File: config.mk
export PLATFORM = sky130hd
export DESIGN_NAME = serial_cla_adder
export DESIGN_NICKNAME = d
export VERILOG_FILES = /design/src/rtl/serial_cla_pkg.sv /design/src/rtl/cla4_slice.sv /design/src/rtl/serial_cla_adder.sv
export SDC_FILE = /design/constraint.sdc
export NUM_CORES = 1
export LEC_CHECK = 0
export CAP_MARGIN = 25
export CORE_MARGIN = 4
export CORE_UTILIZATION = 47
export CTS_BUF_LIST = sky130_fd_sc_hd__clkbuf_4
export DETAILED_ROUTE_END_ITERATION = 12
export GPL_TIMING_DRIVEN = 0
export PLACE_DENSITY = 0.78
export SYNTH_ARGS = -nofsm -noshare
export SYNTH_HDL_FRONTEND = slang
export SYNTH_SLANG_ARGS = --single-unit
File: constraint.sdc
create_clock -name clk -period 2.5 [get_ports clk]
set_clock_uncertainty 0.2 [all_clocks]
set_input_delay 0.5 -clock clk [delete_from_list [all_inputs] [get_ports clk]]
set_output_delay 0.5 -clock clk [all_outputs]
set_load 0.05 [all_outputs]
File: src/rtl/serial_cla_pkg.sv
// Shared types and constants for the nibble-serial carry-lookahead adder.
// The FSM state type and the slice width live here so the top and the bench agree.
package serial_cla_pkg;

  typedef enum logic [1:0] {
    IDLE = 2'd0,
    CALC = 2'd1,
    DONE = 2'd2
  } state_t;

  localparam int NIBBLE_W = 4;

endpackage

File: src/rtl/cla4_slice.sv
// Purely combinational 4-bit generate/propagate carry-lookahead adder slice.
// All internal carries are flattened into two-level logic from g, p and ci.
module cla4_slice (
  input  logic [3:0] x,
  input  logic [3:0] y,
  input  logic       ci,
  output logic [3:0] s,
  output logic       co
);

  logic [3:0] g;
  logic [3:0] p;
  logic [4:0] c;

  assign g = x & y;
  assign p = x ^ y;

  // Each carry is expanded directly rather than rippled from the previous one
  assign c[0] = ci;
  assign c[1] = g[0] | (p[0] & ci);
  assign c[2] = g[1] | (p[1] & g[0]) | (p[1] & p[0] & ci);
  assign c[3] = g[2] | (p[2] & g[1]) | (p[2] & p[1] & g[0])
              | (p[2] & p[1] & p[0] & ci);
  assign c[4] = g[3] | (p[3] & g[2]) | (p[3] & p[2] & g[1])
              | (p[3] & p[2] & p[1] & g[0]) | (p[3] & p[2] & p[1] & p[0] & ci);

  assign s  = p ^ c[3:0];
  assign co = c[4];

endmodule

File: src/rtl/serial_cla_adder.sv
// Nibble-serial adder/subtractor: one 4-bit lookahead slice reused LSB-first over
// WIDTH/4 cycles, with a valid/ready handshake on both the operand and result sides.
module serial_cla_adder
  import serial_cla_pkg::*;
#(
  parameter int WIDTH = 16
) (
  input  logic             clk,
  input  logic             rst,
  input  logic             in_valid,
  output logic             in_ready,
  input  logic [WIDTH-1:0] a,
  input  logic [WIDTH-1:0] b,
  input  logic             cin,
  input  logic             sub,
  output logic             out_valid,
  input  logic             out_ready,
  output logic [WIDTH-1:0] sum,
  output logic             cout,
  output logic             ovf
);

  localparam int NIBBLES = WIDTH / NIBBLE_W;
  localparam int IDX_W   = (NIBBLES > 1) ? $clog2(NIBBLES) : 1;
  localparam logic [IDX_W-1:0] LAST_IDX = IDX_W'(NIBBLES - 1);

  generate
    if ((WIDTH % NIBBLE_W) != 0 || WIDTH < 8) begin : g_bad_width
      $error("serial_cla_adder: WIDTH must be a multiple of 4 and at least 8");
    end
  endgenerate

  state_t             state;
  logic [IDX_W-1:0]   idx;
  logic               carry;
  logic [WIDTH-1:0]   a_reg;
  logic [WIDTH-1:0]   b_reg;
  logic [NIBBLE_W-1:0] slice_x;
  logic [NIBBLE_W-1:0] slice_y;
  logic [NIBBLE_W-1:0] slice_s;
  logic               slice_co;

  assign slice_x = a_reg[idx*NIBBLE_W +: NIBBLE_W];
  assign slice_y = b_reg[idx*NIBBLE_W +: NIBBLE_W];

  cla4_slice u_slice (
    .x  (slice_x),
    .y  (slice_y),
    .ci (carry),
    .s  (slice_s),
    .co (slice_co)
  );

  assign in_ready  = (state == IDLE);
  assign out_valid = (state == DONE);

  // b is stored already inverted for subtraction, so the slice only ever adds
  always_ff @(posedge clk) begin
    if (rst) begin
      state <= IDLE;
      idx   <= '0;
      carry <= 1'b0;
      a_reg <= '0;
      b_reg <= '0;
      sum   <= '0;
      cout  <= 1'b0;
      ovf   <= 1'b0;
    end else begin
      case (state)
        IDLE: begin
          if (in_valid) begin
            a_reg <= a;
            b_reg <= sub ? ~b : b;
            carry <= sub ? 1'b1 : cin;
            idx   <= '0;
            state <= CALC;
          end
        end
        CALC: begin
          sum[idx*NIBBLE_W +: NIBBLE_W] <= slice_s;
          carry <= slice_co;
          if (idx == LAST_IDX) begin
            cout  <= slice_co;
            ovf   <= (a_reg[WIDTH-1] == b_reg[WIDTH-1]) &&
                     (slice_s[NIBBLE_W-1] != a_reg[WIDTH-1]);
            state <= DONE;
          end else begin
            idx <= idx + 1'b1;
          end
        end
        DONE: begin
          if (out_ready) state <= IDLE;
        end
        default: state <= IDLE;
      endcase
    end
  end

endmodule

# Word level (Yosys, flattened, before mapping)
# Index checks and enable logic that the tools add are counted.
dict set report classes {
  add_sub_neg 2
  mul 0
  div_mod_pow 0
  order_cmp 0
  eq_ne 9
  n_shift 4
  muxes 12
  n_bitwise 30
  reduce_logical 8
}
# cell count
set op_table {}
lappend op_table {{negation 4 -> 34 bit} 1}
lappend op_table {{variable shift 4 x 34 -> 16 bit (first input constant)} 1}
lappend op_table {{indexed part select 4 x 34 -> 16 bit} 1}
lappend op_table {{indexed part select 16 x 5 -> 4 bit} 2}
lappend op_table {{AND 1 bit} 16}
lappend op_table {{bitwise mux 16 bit} 1}
lappend op_table {{two-way mux 16 bit} 1}
lappend op_table {{NOT 16 bit} 1}
lappend op_table {{two-way mux 2 bit} 5}
lappend op_table {{bitwise OR 1 bit} 10}
lappend op_table {{bitwise XOR 4 bit} 2}
lappend op_table {{!= test 2 bit (second input constant)} 3}
lappend op_table {{one-hot mux 2 bit (3 select lines)} 1}
lappend op_table {{AND reduction 2 bit} 3}
lappend op_table {{AND reduction 3 bit} 2}
lappend op_table {{AND 4 bit} 1}
lappend op_table {{== test 2 bit (second input constant)} 2}
lappend op_table {{one-hot mux 2 bit (2 select lines)} 1}
lappend op_table {{adder 2 x 1 -> 2 bit (second input constant)} 1}
lappend op_table {{== test 2 x 1 -> 1 bit (second input constant)} 1}
lappend op_table {{logical NOT 2 bit} 1}
lappend op_table {{two-way mux 1 bit} 2}
lappend op_table {{!= test 2 x 1 -> 1 bit (second input constant)} 1}
lappend op_table {{one-hot mux 1 bit (2 select lines)} 1}
lappend op_table {{other kinds (4)} 4}
dict set report word_totals {
  register_bits 55
  latch_bits 0
  ram_bits 0
  mem_bits_ro 0
  input_bits 38
  wordCells 73
  mem_count 0
}

# Depth between registers and ports, before layout
# Gate-level depths: netlist of the first run.
dict set report depth {
  ltp_word 9
  depth_mapped 7
  mapped_depth_nobuf 6
}

# By module
# From an unflattened synthesis of the first run, not the netlist that was laid out.
dict set report unflattened {
  cells_unflattened 275
  area_unflattened_um2 2587.5
}
# module instances cells_per_inst area_per_inst_um2 seq_area_each_um2
set by_module_without_submodules {}
lappend by_module_without_submodules {serial_cla_adder 1 258 2439.8 1101.1}
lappend by_module_without_submodules {cla4_slice 1 17 147.6 0.0}

# Worst setup path before layout of the first run
# No wires, ideal clock.
dict set report synth_path {
  kind {reg-to-reg}
  start {register idx[0]}
  end {register ovf}
  t_arrival_ns 2.391
  path_slack_ns -0.182
  path_stages_with_launch 8
  period_less_slack_ns 2.682
  cell_sequence {dfxtp_1 > buf_4 > mux4_2 > ha_1 > a211oi_2 > o21ai_2 > a31o_1 > a311oi_1}
}
dict set report synth_between {
  elab_chain_cells 9
  word_cells_on_any_way 17
  cone_classes {eq/ne: 2; shift: 2; bitwise: 11; reduce/logical: 2}
}
# element line
set synth_lines {}
lappend synth_lines {{start: declaration} serial_cla_adder.sv:34} ;# logic [IDX_W-1:0] idx;
lappend synth_lines {{start signal: assignment} serial_cla_adder.sv:88} ;# idx <= idx + 1'b1;
lappend synth_lines {{indexed part select 16 x 5 -> 4 bit (on tied branches)} {serial_cla_adder.sv:43, serial_cla_adder.sv:44}}
lappend synth_lines {{bitwise XOR 4 bit or AND 4 bit (tied branches)} {cla4_slice.sv:16, cla4_slice.sv:15}}
lappend synth_lines {{AND 1 bit (on tied branches)} {cla4_slice.sv:22, cla4_slice.sv:23}}
lappend synth_lines {{bitwise OR 1 bit, or another cell as far along} cla4_slice.sv:22} ;# assign c[3] = g[2] | (p[2] & g[1]) | (p[2] & p[1] & g[0])
lappend synth_lines {{bitwise OR 1 bit or AND 1 bit (tied branches)} {cla4_slice.sv:22, cla4_slice.sv:23}}
lappend synth_lines {{bitwise OR 1 bit} cla4_slice.sv:23} ;# | (p[2] & p[1] & p[0] & ci);
lappend synth_lines {{bitwise XOR 4 bit} cla4_slice.sv:27} ;# assign s = p ^ c[3:0];
lappend synth_lines {{!= test 1 bit} serial_cla_adder.sv:85} ;# (slice_s[NIBBLE_W-1] != a_reg[WIDTH-1]);
lappend synth_lines {{logical AND 1 bit} serial_cla_adder.sv:84} ;# ovf <= (a_reg[WIDTH-1] == b_reg[WIDTH-1]) &&
lappend synth_lines {{end signal: assignment} serial_cla_adder.sv:84}
lappend synth_lines {{end: declaration} serial_cla_adder.sv:20} ;# output logic ovf
# Several ways; a longest one is shown, not always the timed one.
# A chain may end at the register's enable or synchronous reset.

# Final worst setup path of the first run
dict set report layout_path {
  start {register idx[0]}
  end {register sum[6]}
}
dict set report layout_between {
  elab_chain_cells 9
  word_cells_on_any_way 24
  cone_classes {add/sub: 1; shift: 4; mux: 1; bitwise: 18}
}
# element line
set layout_lines {}
lappend layout_lines {{indexed part select 16 x 5 -> 4 bit (on tied branches)} {serial_cla_adder.sv:43, serial_cla_adder.sv:44}}
lappend layout_lines {{bitwise XOR 4 bit or AND 4 bit (tied branches)} {cla4_slice.sv:16, cla4_slice.sv:15}}
lappend layout_lines {{AND 1 bit (on tied branches)} {cla4_slice.sv:22, cla4_slice.sv:23}}
lappend layout_lines {{bitwise OR 1 bit, or another cell as far along} cla4_slice.sv:22}
lappend layout_lines {{bitwise OR 1 bit or AND 1 bit (tied branches)} {cla4_slice.sv:22, cla4_slice.sv:23}}
lappend layout_lines {{bitwise OR 1 bit} cla4_slice.sv:23}
lappend layout_lines {{bitwise XOR 4 bit} cla4_slice.sv:27}
lappend layout_lines {{indexed part select 4 x 34 -> 16 bit} serial_cla_adder.sv:80} ;# sum[idx*NIBBLE_W +: NIBBLE_W] <= slice_s;
lappend layout_lines {{bitwise mux 16 bit *} serial_cla_adder.sv:80}
lappend layout_lines {{end signal: indexed assignment} serial_cla_adder.sv:80}
lappend layout_lines {{end: declaration} serial_cla_adder.sv:18} ;# output logic [WIDTH-1:0] sum,
# Every way passes the cells marked *; elsewhere a longest branch is shown, timed or not.

==> impl.org, run 1 <==
** Place
- The HPWL after detailed placement is 4899 um.
- Cell count after placement :: 408
- RePlAce Congestion :: 0.8491
- Number of buffers added on ports :: 55

** Floorplanning
- # rows :: 27
- The total area inside the core boundary comes to 0.005574 mm2.
- Chip Width :: ~84 um
- Number of top-level pins :: 58
- For this configuration, the core starts out at a cell density of between 40% and 50%.
- Die boundary height :: about 84 um
- Die outline area :: 0.007080 mm2

** Clock network
- After clock tree synthesis, the clock-pin slew on the worst setup and hold paths is 160 ps.
- The H-tree was split into 2 levels.
- The longest clock path from root to sink contains 2 buffers.
- Counting every sink on the clock net gives 55.
- Hold repair after CTS inserted 0 buffers.
- At the later pin of the worst-skew pair, clock insertion delay measures 390 ps.
- Total clock buffers created by CTS :: 5
- The cell sitting at the root of the clock tree is a sky130_fd_sc_hd__clkbuf_4.
- TritonCTS built the clock tree.

** Synthesis
- Ys flop type :: sky130_fd_sc_hd__dfxtp_1
- Sorting the synthesized cells by how often they occur yields sky130_fd_sc_hd__dfxtp_1 (55), sky130_fd_sc_hd__nand2_1 (42), sky130_fd_sc_hd__nor2_1 (38).
- Area of the mapped netlist :: 0.002725 mm2
- Area fraction of the dominant cell type after synthesis :: 40.40%
- Summing the areas of all and, or, nand and nor instances in the mapped netlist gives 21.53% of the synthesized area.
- sky130_fd_sc_hd__dfxtp_1 is the most common cell in the netlist.
- After synthesis the netlist holds a flip-flop and latch count of 55.
- Compound-Gate Fraction of Synth Area :: between 10% and 20%
- Fraction of registers with async set/reset :: 0%
- In the synthesized netlist, mux cells make up 6.979% of the area.
- Syn Inst Count :: 281
- Number of synthesis warnings :: 0
- Of the total synthesized cell area, the portion taken by XOR and XNOR cells is 5.464%.
- Number of enable-type register cells in the synthesized netlist :: 0
- A synthesized cell averages ~9.7 um2.
- Cell variety after synth :: 40
- Largest cells by area after synthesis :: sky130_fd_sc_hd__dfxtp_1 (40%), sky130_fd_sc_hd__mux4_2 (6.6%), sky130_fd_sc_hd__nand2_1 (5.8%)
- Post-synthesis cell type with the largest combined area :: sky130_fd_sc_hd__dfxtp_1
- By area, the combinational part of the netlist is dominated by simple AND/OR/NAND/NOR gates.
- The number of nets in the synthesized netlist is 331.
- The synthesized netlist devotes 5.785% of its cell area to adder and majority cells.
- Part of the Yosys area used for sequential elements :: approximately two fifths

** STA
- Unrepaired setup endpoints after global routing :: yes
- Static timing analysis puts the maximum clock frequency at 0.3951 GHz.
- Final WS setup :: -30.82 ps
- Setup violations remaining at the end of the flow were counted as 4.
- Final critical delay including setup and external delays :: 2531 ps
- The final critical path takes up 101.2% of the cycle.
- Across all hold checks on the routed design, the worst slack comes to 268.0 ps.
- Final number of max-transition violations :: 0
- The worst pin sits at a relative slew slack of 59.57%.
- Final count of hold timing violations :: 0
- At the pin with the least slew margin, the transition time is just over 600 ps.

** GRT
- Busiest layer in global routing :: met2
- Aggregate global-route resource usage :: 18.27%
- Global routing used 3.925% of the available met3 tracks.
- Number of global-route vias before repair :: 2,225
- Pin count of the biggest net entering global routing :: 18
- Leftover overflow at the end of global routing :: 0
- Global-route wire length before repair :: 10,470 um
- Initial antenna violation count :: 0
- Met1 demand-to-capacity share in global routing :: 22.62%
- Global routing consumed, on the met2 layer, 32.07% of the routing resources.

** Cells and area
- From synthesis to final layout, the design area changed by 33.06%.
- Cells with a size suffix above 1 make up 17.37% of the layout.
- Nets@finish :: about 410
- Counting the fill cells in the layout gives 473.
- After the flow finishes, the layout carries non-filler instances totaling 429.
- The number of antenna diodes in the final layout is 0.

** Route
- Total Routed Length :: 6664 um
- DRC violation count after routing :: 0
- Vias per Instance :: 5.417
- Before antenna repair, the detailed router went through 5 iterations.
- DRT antenna net count :: 0
- Starting DRC count in detailed routing :: 111
- DR vias :: between 2,000 and 2,500
- After detailed routing, the average wire length per cell comes to 15.53 um.

** Outcome
- Run status :: finished, violations left
- Violated checks :: setup timing

** Power
- Peak supply drop :: 0.2764 mV
- Static Leakage :: around 1.4 nW
- Dividing total power by cell area gives a power density of 503.3 mW/mm2.

** Worst setup path
- Sequence of cells on the critical path :: buf_12 -> mux4_2 -> ha_4 -> a21o_1 -> a211o_1 -> a32oi_1 -> nor2_1
- Together, buffers and inverters on the worst path number 1.
- Slowest Stage Delay on Critical Path :: 590 ps
- Highest-delay cell along the critical path :: sky130_fd_sc_hd__mux4_2
- The worst setup path is captured at a flop.
- Endpoint required time on the critical path :: 2580 ps
- At the worst endpoint, the arrival time is 2610 ps.
- Grouping stages by cell kind, the critical path spends the most delay in compound AO/OA/AOI/OAI gates.
- STA classifies the critical path startpoint as a flop.
- In this run the worst path has a maximum fanout of 6.
- Critical path class :: reg -> reg

** Min path
- Type of the worst min-delay path :: reg -> reg

** Run
- The tool flagged a number of max-cap violations equal to 0.
## per-stage QoR
stage	setup slack, ps	power, W	cell area (um2)	utilization (%)	TNS [ps]
final	-30.82	0.001825	3626	65.05	-79.41
after global routing	-91.99	0.001893	3626	65.05	-557.8
after CTS	7.474	0.001783	3508	62.94	0
after detailed placement	-321.1	0.001374	3387	60.76	-2989
after global placement	-253.7	0.001366	3387	60.76	-2155
after floorplan	32.47	0.001241	2746	-	0
## area by class of cell
class                   instances  area [um2]  area share (%)
multi-input cells             204        1594           43.96
clock inverters                 3       20.02          0.5521
inverters                       4       15.01          0.4141
well taps                      72       90.09           2.484
repair buffers                 68       649.4           17.91
plain buffers                  18       115.1           3.175
flip-flops and latches         55        1105           30.47
clock buffers                   5       37.54           1.035
## report_power, final
part	total (W)	switching, W	internal, W	leakage, nW
clock network	0.000403	0.000295	0.000108	0.0272
logic	0.000471	0.000240	0.000231	0.914
registers	0.000951	0.0000289	0.000922	0.451
## cell usage in the layout, fill, tap and decap left out, drive strengths merged
cell and count:
a22oi 9, a31o 1, o21ai 3, xor2 1
ha 11, or2 1, nor2 38, a21oi 23
clkinvlp 2, a311oi 2, nor4 1, nand4 5
nand2b 1, inv 4, nand2 42, mux4 8
buf 24, clkinv 1, a21o 2, dlygate4sd2 2
and3 1, a211oi 18, mux2i 1, nor3 2
a32oi 4, clkdlybuf4s50 53, nor3b 2, fa 1
nand3b 4, nor2b 1, xnor2 16, dfxtp 55
and4b 1, clkbuf 12, nand4b 1, nor4b 3
a211o 1
## worst paths after layout
| check | start | to | slack [ps] | cells after the start |
|---|---|---|---|---|
| worst max register to register | idx[0] | sum[6] | -30 | 7 |
| worst min-delay path | a_reg[1] | a_reg[1] | 270 | 2 |
| worst max-delay path | idx[0] | sum[6] | -30 | 7 |
| worst min register to register | a_reg[1] | a_reg[1] | 270 | 2 |
## metal layers
layer	share of wire (%)	vias to the layer above
met5	0	-
met4	0.87	0
met3	6.2	7
met2	50	87
met1	43	1080
li1	-	1150
## cells by family (layout without fill, tap and decap cells)
group / Yosys count / in the layout
AND/OR/NAND/NOR: 103 / 103
XOR/XNOR: 17 / 17
AO/OA/AOI/OAI: 63 / 63
flip-flops: 55 / 55
multiplexers: 9 / 9
buffers and inverters: 22 / 98
adder cells (fa/ha/maj): 12 / 12
## what timing repair did
action / in CTS / in global routing
resized for setup: 9 / 13
buffers inserted: 4 / 9
setup endpoints to repair: 20 / 14
pin swaps: 4 / 15
## worst reg2reg max path: stages, from the launching register on
cell and delay [ps]:
sky130_fd_sc_hd__dfxtp_4 400, sky130_fd_sc_hd__buf_12 120, sky130_fd_sc_hd__mux4_2 590, sky130_fd_sc_hd__ha_4 310, sky130_fd_sc_hd__a21o_1 160, sky130_fd_sc_hd__a211o_1 360, sky130_fd_sc_hd__a32oi_1 230, sky130_fd_sc_hd__nor2_1 60
No activity file was read; power rests on OpenSTA's default activity.
==> run 2, diff against run 1 <==
--- a/config.mk
+++ b/config.mk
@@ -14,4 +14,5 @@
 export PLACE_DENSITY = 0.78
 export SYNTH_ARGS = -nofsm -noshare
 export SYNTH_HDL_FRONTEND = slang
+export SYNTH_HIERARCHICAL = 1
 export SYNTH_SLANG_ARGS = --single-unit
==> impl.org, run 2 <==
** Route
- The pre-antenna-repair detailed-routing pass consisted of 4 iterations.
- Total Routed Length :: ~6200 um
- Mean routed wirelength per cell :: 14.83 um
- After detailed routing, the number of remaining DRC violations is 0.
- DRT antenna net count :: 0
- The detailed router finished its first iteration with 92 violations.
- DR vias :: ~2,200
- Vias per Instance :: 5.329

** Place
- Worst slack, placed :: -264.6 ps
- HPWL Detailed :: 4457 um
- RePlAce Congestion :: 0.8262
- Input and output buffers added on the ports amount to 56.
- Post-Place Cell Area :: 0.003286 mm2

** GRT
- Pin count of the biggest net entering global routing :: 17
- Aggregate global-route resource usage :: 19.65%
- The number of global-route vias before repair is 2,210.
- Initial antenna violation count :: 0
- Global routing finished with a remaining overflow of 0.
- Global-route wire length before repair :: 10,140 um

** STA
- Setup repair after global routing could not meet its margin everywhere.
- Max-Slew Margin vs Limit :: 61.63%
- In the finished design, the share of the clock period the worst path needs comes to 108.9%.
- The final hold violation count is 0.
- Setup violations remaining at the end of the flow were counted as 7.
- After layout, the worst setup slack is -223.4 ps.
- Final number of max-transition violations :: 0
- Measured slew at the worst slew-check pin :: 575.5 ps
- The worst path in the final design needs a cycle of 2723 ps, including I/O delays and setup.
- Static timing analysis puts the maximum clock frequency at 0.3672 GHz.

** Min path
- Type of the worst min-delay path :: reg -> reg

** Cells and area
- Most common cell after layout, fill and taps aside :: sky130_fd_sc_hd__clkdlybuf4s50_1
- Highest-count cells in the layout ignoring fill and taps :: sky130_fd_sc_hd__clkdlybuf4s50_1 (54), sky130_fd_sc_hd__dfxtp_1 (53), sky130_fd_sc_hd__nand2_1 (32), sky130_fd_sc_hd__nor2_1 (27), sky130_fd_sc_hd__a21oi_1 (21)
- Final core area utilization :: 67.02%
- Growth of design area from synthesis to finish :: 34.82%
- 0 antenna diodes ended up in the layout.
- The post-route netlist has between 10% and 20% of its cells at a drive strength greater than 1.
- The net count of the finished layout is 397.
- After routing the design area is 0.003488 mm2.

** Worst setup path
- For the worst setup path, the data required time is 2550 ps.
- In this run the register-to-register setup slack is -220 ps.
- Traced cell by cell, the critical path runs through buf_8 -> mux4_2 -> ha_4 -> buf_4 -> a31o_1 -> xor2_2 -> and3b_1 -> a21oi_1 -> a211oi_1.
- The most critical setup path has its endpoint at ovf.
- Critical path class :: reg -> reg
- Critical path endpoint category :: flop
- Slowest Stage Delay on Critical Path :: 550 ps
- On the critical path, the stage with the largest delay is an instance of sky130_fd_sc_hd__mux4_2.
- The worst register-to-register path has a depth of 9.
- STA puts the critical path data arrival time at 2770 ps.
- RR Startpoint :: idx[1]
- In this run the critical register-to-register path is captured at ovf.
- The worst setup path is launched from a flop.
- Worst setup startpoint :: idx[1]
- Crit Path Max Fanout :: 4

** Synthesis
- Syn Inst Count :: between 200 and 300
- The synthesized design devotes to its leading area cell type 42.55% of total area.
- Among all flip-flop cells after synthesis, the most frequent one is sky130_fd_sc_hd__dfxtp_1.
- A synthesized cell averages 9.409 um2.
- Post-synthesis register bit count :: 55
- Area of the mapped netlist :: between 0.002 and 0.003 mm2
- After synthesis, the share of flip-flops with an asynchronous set or reset is 0%.
- For this run, the number of Yosys warnings is 6.
- After synthesis, the most frequently instantiated cells are sky130_fd_sc_hd__dfxtp_1 (55), sky130_fd_sc_hd__nand2_1 (32), sky130_fd_sc_hd__nor2_1 (27).
- The synthesized design spends more area on one cell type than any other, namely sky130_fd_sc_hd__dfxtp_1.
- Number of enable-type register cells in the synthesized netlist :: 0
- Part of the Yosys area used for sequential elements :: 42.55%
- Cell variety after synth :: 36
- sky130_fd_sc_hd__dfxtp_1 is the most common cell in the netlist.
- When the netlist entered floorplanning its net count stood at 323.
- In the post-synthesis netlist, the biggest area contributors are sky130_fd_sc_hd__dfxtp_1 (43%), sky130_fd_sc_hd__mux4_2 (7.0%), sky130_fd_sc_hd__xnor2_1 (6.1%).

** Floorplanning
- Chip Width :: slightly above 80 um
- In this run the core area contains 26 standard-cell rows.
- In this run the vertical extent of the chip is about 82 um.
- The die covers 0.006756 mm2.
- For this design the top-level I/O count stands at 58.
- The initial utilization of the core area, before any placement, comes to around 50%.
- Core Region :: 0.005205 mm2

** Power
- The worst-case IR drop observed on VDD is 0.3240 mV.
- For this design the static power due to leakage is between 1 and 1.5 nW.
- In this run the power density over the cells is 550.2 mW/mm2.

** Clock network
- Bufs on Longest Clock Path :: 2
- CTS Root Buffer Type :: sky130_fd_sc_hd__clkbuf_4
- Counting the buffers created by CTS gives 5.
- For this design, the CTS-stage hold fixing added 0 buffers.
- CTS built an H-tree with a depth of 2.
- Number of sinks driven by the clock tree :: 55
- Clock slew seen by the registers of the worst setup and hold paths :: 150 ps
- TritonCTS clock tree :: built
- At the later pin of the worst-skew pair, clock insertion delay measures between 300 and 400 ps.

** Run
- Across the run, the number of max-cap violations was 0.

** Outcome
- Run status :: finished, violations left
- Violated checks :: setup timing
==> run 2: cell count changes in the layout (fill, tap and decap cells not counted), sizes merged, moves of 4 or more <==
cell,delta
inv,+16
nor2,-11
nand2,-10
a22oi,-9
o32ai,+12
and3b,+4
==> run 2: final cells by class <==
cell class	count	area (um2)
clock inverters	1	30.03
multi-input cells	180	1365
flip-flops and latches	55	1106
fillers	456	1717
plain buffers	20	123.9
well taps	70	87.58
repair buffers	67	648.1
inverters	20	75.07
clock buffers	7	52.55
==> run 2: critical path, delay by kind of cell (launching register included) <==
family                     cells  cell delay [ps]
buffers and inverters          2              250
AOI/OAI and AO/OA              3              450
xor gates and xnor gates       1              260
and+or+nand+nor                1              210
muxes                          1              550
adders and majority gates      1              270
DFF                            1              390
==> run 2: cell families (layout without fill, tap and decap cells) <==
kind of cell	after synthesis	in the layout	synth area share, %
and+or+nand+nor	80	80	14.84
AOI/OAI and AO/OA	62	62	16.78
DFF	55	55	42.55
buffers and inverters	40	115	6.915
xor gates and xnor gates	19	19	6.431
adders and majority gates	10	10	5.126
muxes	9	9	7.350
==> run 2: through the flow <==
| step | hold WS, ps | total power [W] | cells | TNS, ps |
|---|---|---|---|---|
| floorplan | 233.1 | 0.001247 | 275 | -19.71 |
| detailed placement | 247.1 | 0.001391 | 401 | -635.9 |
| global route | 288.3 | 0.002009 | 420 | -1212 |
| global placement | 239.4 | 0.001379 | 401 | -494.8 |
| CTS | 267.0 | 0.001907 | 418 | -272.0 |
| finish | 264.0 | 0.001919 | 420 | -578.7 |
==> run 2: worst min-delay path by stage <==
stage                    from         to  slack, ps  depth (start not counted)
floorplan           a_reg[10]  a_reg[10]        230                          2
global placement     a_reg[3]   a_reg[3]        240                          2
detailed placement  a_reg[12]  a_reg[12]        250                          2
CTS                 a_reg[12]  a_reg[12]        270                          2
global route         a_reg[5]   a_reg[5]        290                          2
finish               a_reg[9]   a_reg[9]        260                          2
==> run 2: metal layers <==
metal | wire length [um] | track usage, % | share of wire, % | up-vias
li1 | - | - | - | 1108
met1 | 2638 | 23.59 | 42 | 1048
met2 | 3149 | 35.58 | 51 | 76
met3 | 368 | 3.145 | 5.9 | 6
met4 | 71 | 6.146 | 1.1 | 0
met5 | 0 | 0 | 0 | -
==> run 2: power breakdown <==
part	internal (W)	leakage (nW)	total [W]	switching (W)
Clock	0.000234	0.0463	0.000500	0.000266
Combinational	0.000229	0.805	0.000464	0.000234
Sequential	0.000927	0.451	0.000956	0.0000289
==> run 2: what timing repair did <==
action | CTS | global route
endpoints found under the setup margin | 12 | 13
hold endpoints to repair | 0 | 0
pin swaps | 5 | 8
setup buffers | 9 | 2
gates resized for setup | 6 | 5
==> run 3, diff against run 2 <==
--- a/config.mk
+++ b/config.mk
@@ -6,7 +6,7 @@
 export NUM_CORES = 1
 export LEC_CHECK = 0
 export CAP_MARGIN = 25
-export CORE_MARGIN = 4
+export CORE_MARGIN = 1.5
 export CORE_UTILIZATION = 47
 export CTS_BUF_LIST = sky130_fd_sc_hd__clkbuf_4
 export DETAILED_ROUTE_END_ITERATION = 12
==> impl.org, run 3 (synthesis gave the netlist of run 2 again) <==
** GRT
- The initial antenna violation count is 0.
- Pin count of the biggest net entering global routing :: 16
- Leftover overflow at the end of global routing :: 0
- Number of global-route vias before repair :: around 2,200
- The first global-routing pass estimated about 10,000 um of wire.
- In the global route stage, overall resource usage came out at about 22%.

** Power
- Peak supply drop :: approximately 0.34 mV
- The share of total power dissipated in combinational logic is between 20 and 25%.
- Static Leakage :: 1.298 nW
- Net switching power :: 0.0005245 W
- In this run, flip-flops and latches consume 50.6% of the power.
- The clock network is responsible for 25.4% of the overall power.
- Power spread over the standard cell area amounts to between 500 and 600 mW/mm2.
- The internal portion of the total power is 0.001368 W.
- Of the total power, the share spent switching nets is between 20 and 30%.

** Floorplanning
- Core Region :: 0.005205 mm2
- Number of top-level pins :: between 50 and 60
- The initial utilization of the core area, before any placement, comes to between 40% and 50%.
- Row generation in the floorplan step produced 26 rows.
- The die is ~77 um wide.
- The die covers 0.005959 mm2.
- In this run the vertical extent of the chip is 77.20 um.

** Cells and area
- Leaving out filler cells and counting taps, the final layout contains 417.
- 0 antenna diodes ended up in the layout.
- Fillers :: between 400 and 500
- In the final layout, flip-flops and latches occupy 0.001106 mm2.
- Nets@finish :: 395
- Final core area utilization :: 66.66%
- Highest-count cells in the layout ignoring fill and taps :: sky130_fd_sc_hd__clkdlybuf4s50_1 (54), sky130_fd_sc_hd__dfxtp_1 (53), sky130_fd_sc_hd__nand2_1 (32), sky130_fd_sc_hd__nor2_1 (27), sky130_fd_sc_hd__a21oi_1 (21)
- Fraction of final layout cells with drive strength greater than 1 :: 13.83%
- The library cell used most frequently in the layout, excluding fill and tap cells, is sky130_fd_sc_hd__clkdlybuf4s50_1.
- Area of all placed cells without fillers :: approximately 0.0035 mm2
- The area growth from synthesis to layout is 34.09%.
- In the final layout, the multi-input gates occupy 0.001356 mm2.

** Clock network
- Clock slew seen by the registers of the worst setup and hold paths :: 150 ps
- Total clock buffers created by CTS :: 5
- Number of H-tree levels :: 2
- CTS saw 55 sinks.
- Source-to-sink clock delay at the later pin of the worst-skew pair :: ~370 ps
- Cts hold-fix bufs :: 0
- The clock passes through at most 2 buffers.
- CTS Root Buffer Type :: sky130_fd_sc_hd__clkbuf_4
- TritonCTS built the clock tree.

** Route
- Summing over every cut layer, the via total after detailed routing is 2,209.
- DRT antenna net count :: 0
- Starting DRC count in detailed routing :: around 130
- Routed wl met2 :: around 3000 um
- Vias per Instance :: about 5.3
- Total Routed Length :: ~6000 um
- For this run, the detailed router's first-pass iteration total came to 5.
- DRC violation count after routing :: 0
- Detailed routing placed a total of 275 um of wire on met3.
- In the final routed layout, each cell accounts on average for 14.42 um.
- Routed signal wires occupy layers up through met4.
- For this block, wires on met1 add up to approximately 2600 um.

** STA
- Setup violations remaining at the end of the flow were counted as 2.
- The number of max-slew violations in the final report was 0.
- Max-Slew Margin vs Limit :: 58.30%
- The final hold violation count came to 0.
- Unrepaired setup endpoints after global routing :: yes
- Final critical delay including setup and external delays :: between 2000 and 3000 ps
- Timing would allow up to 0.3906 GHz.
- After layout, the worst path uses 102.4% of the clock period.
- Measured slew at the worst slew-check pin :: roughly 620 ps
- In the final timing run, aggregate negative setup slack is -109.1 ps.
- Final WS setup :: -59.88 ps

** Worst setup path
- Of all nets on the critical path, the largest fanout is 4.
- The worst register-to-register path has a setup slack of -60 ps.
- STA classifies the critical path endpoint as a flop.
- STA puts the critical path data arrival time at 2620 ps.
- Sequence of cells on the critical path :: buf_12 -> mux4_2 -> ha_4 -> a21o_1 -> a31o_1 -> xor2_2 -> buf_4 -> a32oi_1 -> nor2_1
- Slowest Stage Delay on Critical Path :: 550 ps
- Among all stages on the critical path, the largest delay is contributed by sky130_fd_sc_hd__mux4_2.
- By startpoint and endpoint, the worst setup path is classified as reg -> reg.
- Endpoint required time on the critical path :: 2560 ps
- Startpoint type of the worst setup path :: flop

** Place
- Number of buffers added on ports :: 56
- Once placement finished, the instance area stood at 0.003286 mm2.
- The congestion estimate from routability-driven global placement came to 0.8400.
- HPWL Detailed :: roughly 4400 um
- Cell count after placement :: about 400
- Timing analysis after detailed placement gives a worst setup slack of -252.6 ps.

** Min path
- The tightest min-delay check is of the reg -> reg type.

** Run
- Max-capacitance violation count :: 0

** Outcome
- The final reports fail on setup timing.
- Run status :: finished, violations left
[run 3: changes by cell type in the layout (fill, tap and decap cells not counted), sizes merged]
| cell | previous run | this run |
|---|---|---|
| buf | 25 | 23 |
| clkbuf | 13 | 12 |
| dlygate4sd2 | 2 | 1 |
| dlymetal6s2s | 0 | 1 |
[run 3: final cells by class]
cell class,count,area share (%)
Inverter,20,2.164
Tap cell,70,2.524
Clock inverter,1,0.8655
Multi-Input combinational cell,180,39.09
Buffer,20,3.570
Clock buffer,6,1.298
Timing Repair Buffer,65,18.61
Sequential cell,55,31.88
[run 3: routing by layer]
layer	track usage [%]	up-vias
li1	-	1108
met1	27.01	1023
met2	39.12	69
met3	3.571	9
met4	5.091	0
met5	0	-
[run 3: what timing repair did]
| item | 4_1_cts | 5_1_grt |
|---|---|---|
| setup buffers | 9 | 0 |
| setup endpoints to repair | 10 | 10 |
| resized for setup | 4 | 4 |
| pin swaps | 1 | 1 |
| cloned | 0 | 0 |
[run 3: final timing paths]
check / start / end / cells after the start
worst min register to register: a_reg[1] / a_reg[1] / 2
worst max register to register: idx[0] / sum[3] / 9
worst min-delay path: a_reg[1] / a_reg[1] / 2
worst max-delay path: idx[0] / sum[3] / 9
[run 3: through the flow]
stage	hold slack (ps)	total power (W)
after floorplan	233.1	0.001247
after CTS	265.8	0.001885
after global placement	239.2	0.001379
after detailed placement	246.7	0.001391
after global routing	284.5	0.001984
final	264.7	0.001893
[run 3: worst max-delay path: cells and delay by family, from the launching register on]
family	cells	cell delay, ps
multiplexers	1	550
AO/OA/AOI/OAI	3	540
flip-flops	1	420
buffers and inverters	2	270
adder cells (fa/ha/maj)	1	260
XOR/XNOR	1	150
AND/OR/NAND/NOR	1	50
[run 3: power groups by stage]
| stage | Clock (W) | Sequential [W] | Combinational [W] |
|---|---|---|---|
| 2_1_floorplan | 0 | 0.000983 | 0.000263 |
| 3_3_place_gp | 0 | 0.000974 | 0.000405 |
| 3_5_place_dp | 0 | 0.000978 | 0.000413 |
| 4_1_cts | 0.000481 | 0.000956 | 0.000448 |
| 5_1_grt | 0.000524 | 0.000962 | 0.000498 |
| 6_report | 0.000480 | 0.000957 | 0.000455 |
